### config.mk
export PLATFORM = sky130hd
export DESIGN_NAME = mem_port_arbiter
export DESIGN_NICKNAME = d
export VERILOG_FILES = /design/src/rtl/mem_port_arbiter.sv
export SDC_FILE = /design/constraint.sdc
export NUM_CORES = 1
export LEC_CHECK = 0
export ABC_CLOCK_PERIOD_IN_PS = 1550
export CORE_AREA = 4 4 358 360
export DETAILED_ROUTE_END_ITERATION = 10
export DIE_AREA = 0 0 362 364
export PLACE_DENSITY = 0.34
export SYNTH_ARGS = -nofsm -noshare
export SYNTH_HDL_FRONTEND = slang
export SYNTH_SLANG_ARGS = --single-unit
### constraint.sdc
create_clock -name clk -period 1.55 [get_ports clk]
set_input_delay 0.31 -clock clk [delete_from_list [all_inputs] [get_ports clk]]
set_output_delay 0.31 -clock clk [all_outputs]
set_load 0.005 [all_outputs]
### src/rtl/mem_port_arbiter.sv
// Two-requester main-memory port arbiter: round-robin grant locked for the whole
// transaction, registered memory-side strobes/address/data, per-side completion counters.
module mem_port_arbiter #(
    parameter int ADDR_W = 28,
    parameter int LINE_W = 128,
    parameter int CNT_W  = 32
) (
    input  logic              clk,
    input  logic              rst_n,

    input  logic              i_read_i,
    input  logic              i_write_i,
    input  logic [ADDR_W-1:0] i_addr_i,
    input  logic [LINE_W-1:0] i_wdata_i,
    output logic [LINE_W-1:0] i_rdata_o,
    output logic              i_ready_o,

    input  logic              d_read_i,
    input  logic              d_write_i,
    input  logic [ADDR_W-1:0] d_addr_i,
    input  logic [LINE_W-1:0] d_wdata_i,
    output logic [LINE_W-1:0] d_rdata_o,
    output logic              d_ready_o,

    output logic              mem_read_o,
    output logic              mem_write_o,
    output logic [ADDR_W-1:0] mem_addr_o,
    output logic [LINE_W-1:0] mem_wdata_o,
    input  logic [LINE_W-1:0] mem_rdata_i,
    input  logic              mem_ready_i,

    output logic [CNT_W-1:0]  i_grant_cnt_o,
    output logic [CNT_W-1:0]  d_grant_cnt_o
);

    // state   | meaning
    // IDLE    | waiting for a request; arbitrates on the next edge
    // BUSY    | transaction latched on the memory port, waiting for mem_ready_i
    // RELEASE | one dead cycle so the requester can drop its strobe
    typedef enum logic [1:0] {
        ST_IDLE    = 2'd0,
        ST_BUSY    = 2'd1,
        ST_RELEASE = 2'd2
    } state_t;

    typedef enum logic {
        SIDE_I = 1'b0,
        SIDE_D = 1'b1
    } side_t;

    localparam logic [CNT_W-1:0] CNT_ONE = {{(CNT_W-1){1'b0}}, 1'b1};

    state_t            state_q, state_d;
    side_t             grant_q, grant_d;
    side_t             last_q, last_d;
    logic              mem_read_q, mem_read_d;
    logic              mem_write_q, mem_write_d;
    logic [ADDR_W-1:0] mem_addr_q, mem_addr_d;
    logic [LINE_W-1:0] mem_wdata_q, mem_wdata_d;
    logic [CNT_W-1:0]  i_cnt_q, i_cnt_d;
    logic [CNT_W-1:0]  d_cnt_q, d_cnt_d;

    logic i_act;
    logic d_act;
    logic pick_d;
    logic busy;

    assign i_act  = i_read_i | i_write_i;
    assign d_act  = d_read_i | d_write_i;
    // On a tie the side that did not complete last wins.
    assign pick_d = d_act & (~i_act | (last_q == SIDE_I));

    always_ff @(posedge clk) begin
        if (!rst_n) begin
            state_q     <= ST_IDLE;
            grant_q     <= SIDE_I;
            last_q      <= SIDE_I;
            mem_read_q  <= 1'b0;
            mem_write_q <= 1'b0;
            mem_addr_q  <= '0;
            mem_wdata_q <= '0;
            i_cnt_q     <= '0;
            d_cnt_q     <= '0;
        end else begin
            state_q     <= state_d;
            grant_q     <= grant_d;
            last_q      <= last_d;
            mem_read_q  <= mem_read_d;
            mem_write_q <= mem_write_d;
            mem_addr_q  <= mem_addr_d;
            mem_wdata_q <= mem_wdata_d;
            i_cnt_q     <= i_cnt_d;
            d_cnt_q     <= d_cnt_d;
        end
    end

    always_comb begin
        state_d     = state_q;
        grant_d     = grant_q;
        last_d      = last_q;
        mem_read_d  = mem_read_q;
        mem_write_d = mem_write_q;
        mem_addr_d  = mem_addr_q;
        mem_wdata_d = mem_wdata_q;
        i_cnt_d     = i_cnt_q;
        d_cnt_d     = d_cnt_q;

        unique case (state_q)
            ST_IDLE: begin
                if (i_act | d_act) begin
                    state_d = ST_BUSY;
                    // A simultaneous read+write strobe is treated as a write.
                    if (pick_d) begin
                        grant_d     = SIDE_D;
                        mem_addr_d  = d_addr_i;
                        mem_wdata_d = d_wdata_i;
                        mem_write_d = d_write_i;
                        mem_read_d  = d_read_i & ~d_write_i;
                    end else begin
                        grant_d     = SIDE_I;
                        mem_addr_d  = i_addr_i;
                        mem_wdata_d = i_wdata_i;
                        mem_write_d = i_write_i;
                        mem_read_d  = i_read_i & ~i_write_i;
                    end
                end
            end
            ST_BUSY: begin
                if (mem_ready_i) begin
                    state_d     = ST_RELEASE;
                    mem_read_d  = 1'b0;
                    mem_write_d = 1'b0;
                    last_d      = grant_q;
                    if (grant_q == SIDE_D) begin
                        d_cnt_d = d_cnt_q + CNT_ONE;
                    end else begin
                        i_cnt_d = i_cnt_q + CNT_ONE;
                    end
                end
            end
            ST_RELEASE: begin
                state_d = ST_IDLE;
            end
            default: begin
                state_d     = ST_IDLE;
                mem_read_d  = 1'b0;
                mem_write_d = 1'b0;
            end
        endcase
    end

    assign busy = (state_q == ST_BUSY);

    assign i_ready_o = busy & mem_ready_i & (grant_q == SIDE_I);
    assign d_ready_o = busy & mem_ready_i & (grant_q == SIDE_D);
    assign i_rdata_o = mem_rdata_i;
    assign d_rdata_o = mem_rdata_i;

    assign mem_read_o    = mem_read_q;
    assign mem_write_o   = mem_write_q;
    assign mem_addr_o    = mem_addr_q;
    assign mem_wdata_o   = mem_wdata_q;
    assign i_grant_cnt_o = i_cnt_q;
    assign d_grant_cnt_o = d_cnt_q;

endmodule

==> results.json, run 1 <==
{
  "finalHoldViolCount": 0,
  "synth-async-reset-ratio": 0,
  "nNetsFinal": 2259,
  "die_area_um2": 132000,
  "grt_util_all_layers": 0.0944,
  "critPathRequiredTime_ns": 2.03,
  "drv_slew": 0,
  "max_clock_freq_mhz": 544,
  "grt_start_max_net_pins": 48,
  "cts_tree": "built",
  "die_h_um": 364,
  "finalSetupTns_ns": -28.55,
  "fin_util": 0.177,
  "yosysSeqAreaShare": 0.384,
  "grt_pass1_wl_mm": 88.7,
  "status": "finished, violations left",
  "antenna_left": 0,
  "syn-instance-count": 1306,
  "regArea_um2": 4680,
  "setup_viol_count_final": 196,
  "finClkSkew_ns": 0.0221,
  "drt_iter0_drc": 363,
  "nFillCells": 13900,
  "yosys_most_used_dff": "dfxtp_1",
  "yosysWarnings": 0,
  "maxCapViolations": 0,
  "cp_top_family": "buffers and inverters",
  "fin_crit_ns": 1.84,
  "crit_buf_inv": 6,
  "cpPeakStageDelay_ns": 0.32,
  "fin_crit_sh": 1.19,
  "avgSynthCellArea_um2": 9.03,
  "cts_max_path_buffers": 3,
  "path_clk_slew_ns": 0.06,
  "ir_worst_vdd_mv": 0.572,
  "detail_route.wl_per_cell_um": 19.1,
  "p_leak_nw": 9.19,
  "cp.depth": 9,
  "worstHoldPathCells": 3,
  "overflow": 0,
  "violations": "setup timing",
  "initial_core_util": 0.0943,
  "place.gp.congestion": 0.779,
  "synth-seq-cells": 226,
  "cts-root-buf": "clkbuf_16",
  "cp_slowest_cell": "dfxtp_2",
  "worst_pin_slew_ns": 0.350,
  "row_count": 130,
  "ys_top_cells_by_area": "dfxtp_1, buf_4, mux2i_1",
  "critical_path.cell_chain": "buf_4 -> buf_4 -> a211oi_4 -> buf_6 -> buf_12 -> buf_12 -> bufbuf_16 -> nor2_1 -> a211oi_2",
  "synth_common_cells": "buf_4, dfxtp_1, nor2_1",
  "cp_data_arrival_time_ns": 2.32,
  "stdcell_area_um2": 22200,
  "rsz0062_at_grt": "yes",
  "vias": 11300,
  "antenna_found_initial": 8,
  "dpl_cell_area_um2": 18500,
  "synth_edf_count": 0,
  "cts.sinks": 226,
  "synth_fp_nets": 1755,
  "hpwl_mm": 49.7,
  "cts_made_buffers": 34,
  "grt_pass1_vias": 11900,
  "drc": 0,
  "dp_slack_ns": -0.947,
  "slew_headroom": 0.760,
  "hold_path.class": "in -> reg",
  "yosysTopAreaCell": "dfxtp_1",
  "p_total_mw": 20.3,
  "crit_path_max_fanout": 5,
  "synth_most_common_cell": "buf_4",
  "viasPerCell": 3.24,
  "critPathKind": "reg -> reg",
  "setup_ws_ns": -0.288,
  "netlist_area_um2": 11800,
  "clk_latency_ns": 0.58,
  "h-tree-depth": 2,
  "drive_above_1_share": 0.379,
  "firstDrtPassIters": 4,
  "yosysUniqueCellTypes": 37,
  "reg2reg_depth": 9,
  "wirelength_mm": 66.5,
  "start_kind": "register",
  "power_density_nw_per_um2": 915,
  "cp-end-kind": "register",
  "syn2layout_area_growth_pct": 88.2,
  "port_buffers": 542,
  "fp.dieW_um": 362,
  "multi_input_area_um2": 5790,
  "synth_top_area_frac": 0.384,
  "core_um2": 125000,
  "io_pins": 927
}
-- tightest hold or removal path, stage by stage --
cell             delay, ns
clkdlybuf4s50_1       0.39
mux2i_1               0.12
a211oi_1              0.08
-- timing repair --
action	CTS	global route
gates cloned	29	12
pin swaps	97	110
buffers inserted	47	48
endpoints found under the setup margin	417	237
gates resized for setup	806	234
hold buffers	0	0
-- sequential cells by signal (all words and copies together) (netlist names) --
| name | count |
|---|---|
| state_q | 2 |
| grant_q | 1 |
| mem_addr_o | 28 |
| i_grant_cnt_o | 32 |
| last_q | 1 |
| mem_read_o | 1 |
| d_grant_cnt_o | 32 |
| mem_write_o | 1 |
| mem_wdata_o | 128 |
-- logic make-up after synthesis --
group / after synthesis / synth area share
xor+xnor: 46 / 0.0342
flops: 226 / 0.384
buf+inv: 343 / 0.198
mux: 158 / 0.134
simple gates: 333 / 0.130
fa+ha+maj: 2 / 0.00212
compound gates: 198 / 0.118
-- per-stage QoR --
step	std cells	hold slack, ns
after floorplan	1306	0.432
after global placement	3314	0.483
after detailed placement	3314	0.478
after CTS	3447	0.321
after global routing	3482	0.358
final	3483	0.377
-- final cells by class --
class / instances / share of cell area
Clock buffer: 48 / 0.0439
Clock inverter: 10 / 0.00569
Antenna cell: 1 / 0.000113
Inverter: 3 / 0.000959
Sequential cell: 226 / 0.211
Tap cell: 1650 / 0.0930
Multi-Input combinational cell: 738 / 0.261
Timing Repair Buffer: 807 / 0.384
-- path summary, 6_finish.rpt --
kind | startpoint | to | slack, ns
max | state_q[1] | mem_wdata_o[103] | -0.29
min | i_wdata_i[57] | mem_wdata_o[57] | 0.38
max reg2reg | state_q[1] | mem_wdata_o[103] | -0.29
min reg2reg | d_grant_cnt_o[31] | d_grant_cnt_o[31] | 0.48
-- layer usage --
layer	wire [µm]	global-route usage
met4	2070	0.0345
met1	24800	0.100
met2	32800	0.165
met5	141	0.00581
met3	6700	0.0421
-- cells in the final DEF, fill, tap and decap left out, types with 8 or more instances in the layout --
cell / synthesis / final
buf_6: 0 / 65
a211oi_1: 157 / 77
mux2i_1: 158 / 147
clkdlybuf4s50_1: 0 / 318
buf_12: 0 / 53
a21oi_1: 23 / 14
dfxtp_2: 0 / 68
o21ai_0: 13 / 9
nor2_2: 1 / 27
xor2_1: 38 / 37
nor2_1: 212 / 184
buf_16: 0 / 17
nand4_1: 20 / 20
a21oi_2: 0 / 8
dlygate4sd2_1: 0 / 71
clkbuf_16: 0 / 47
a211oi_2: 0 / 78
nand3_1: 21 / 12
clkbuf_2: 0 / 8
clkdlybuf4s15_1: 0 / 35
dfxtp_1: 226 / 140
clkdlybuf4s15_2: 0 / 11
clkbuf_1: 45 / 8
buf_8: 0 / 19
buf_2: 20 / 69
buf_4: 272 / 127
nand2_1: 22 / 19
dfxtp_4: 0 / 18
-- report_power, final --
group | switching (mW) | total, mW | internal [mW]
Sequential | 0.362 | 6.70 | 6.34
Clock | 3.19 | 7.91 | 4.73
Combinational | 2.39 | 5.69 | 3.30
Total | 5.94 | 20.3 | 14.4
Note: power is estimated with default switching activity, not from simulation.
==> run 2, diff against run 1 <==
- CTS_CLUSTER_SIZE: default -> 28
==> results of run 2 <==
Same layout as run 1: the final DEF is identical, and so are final timing and power.
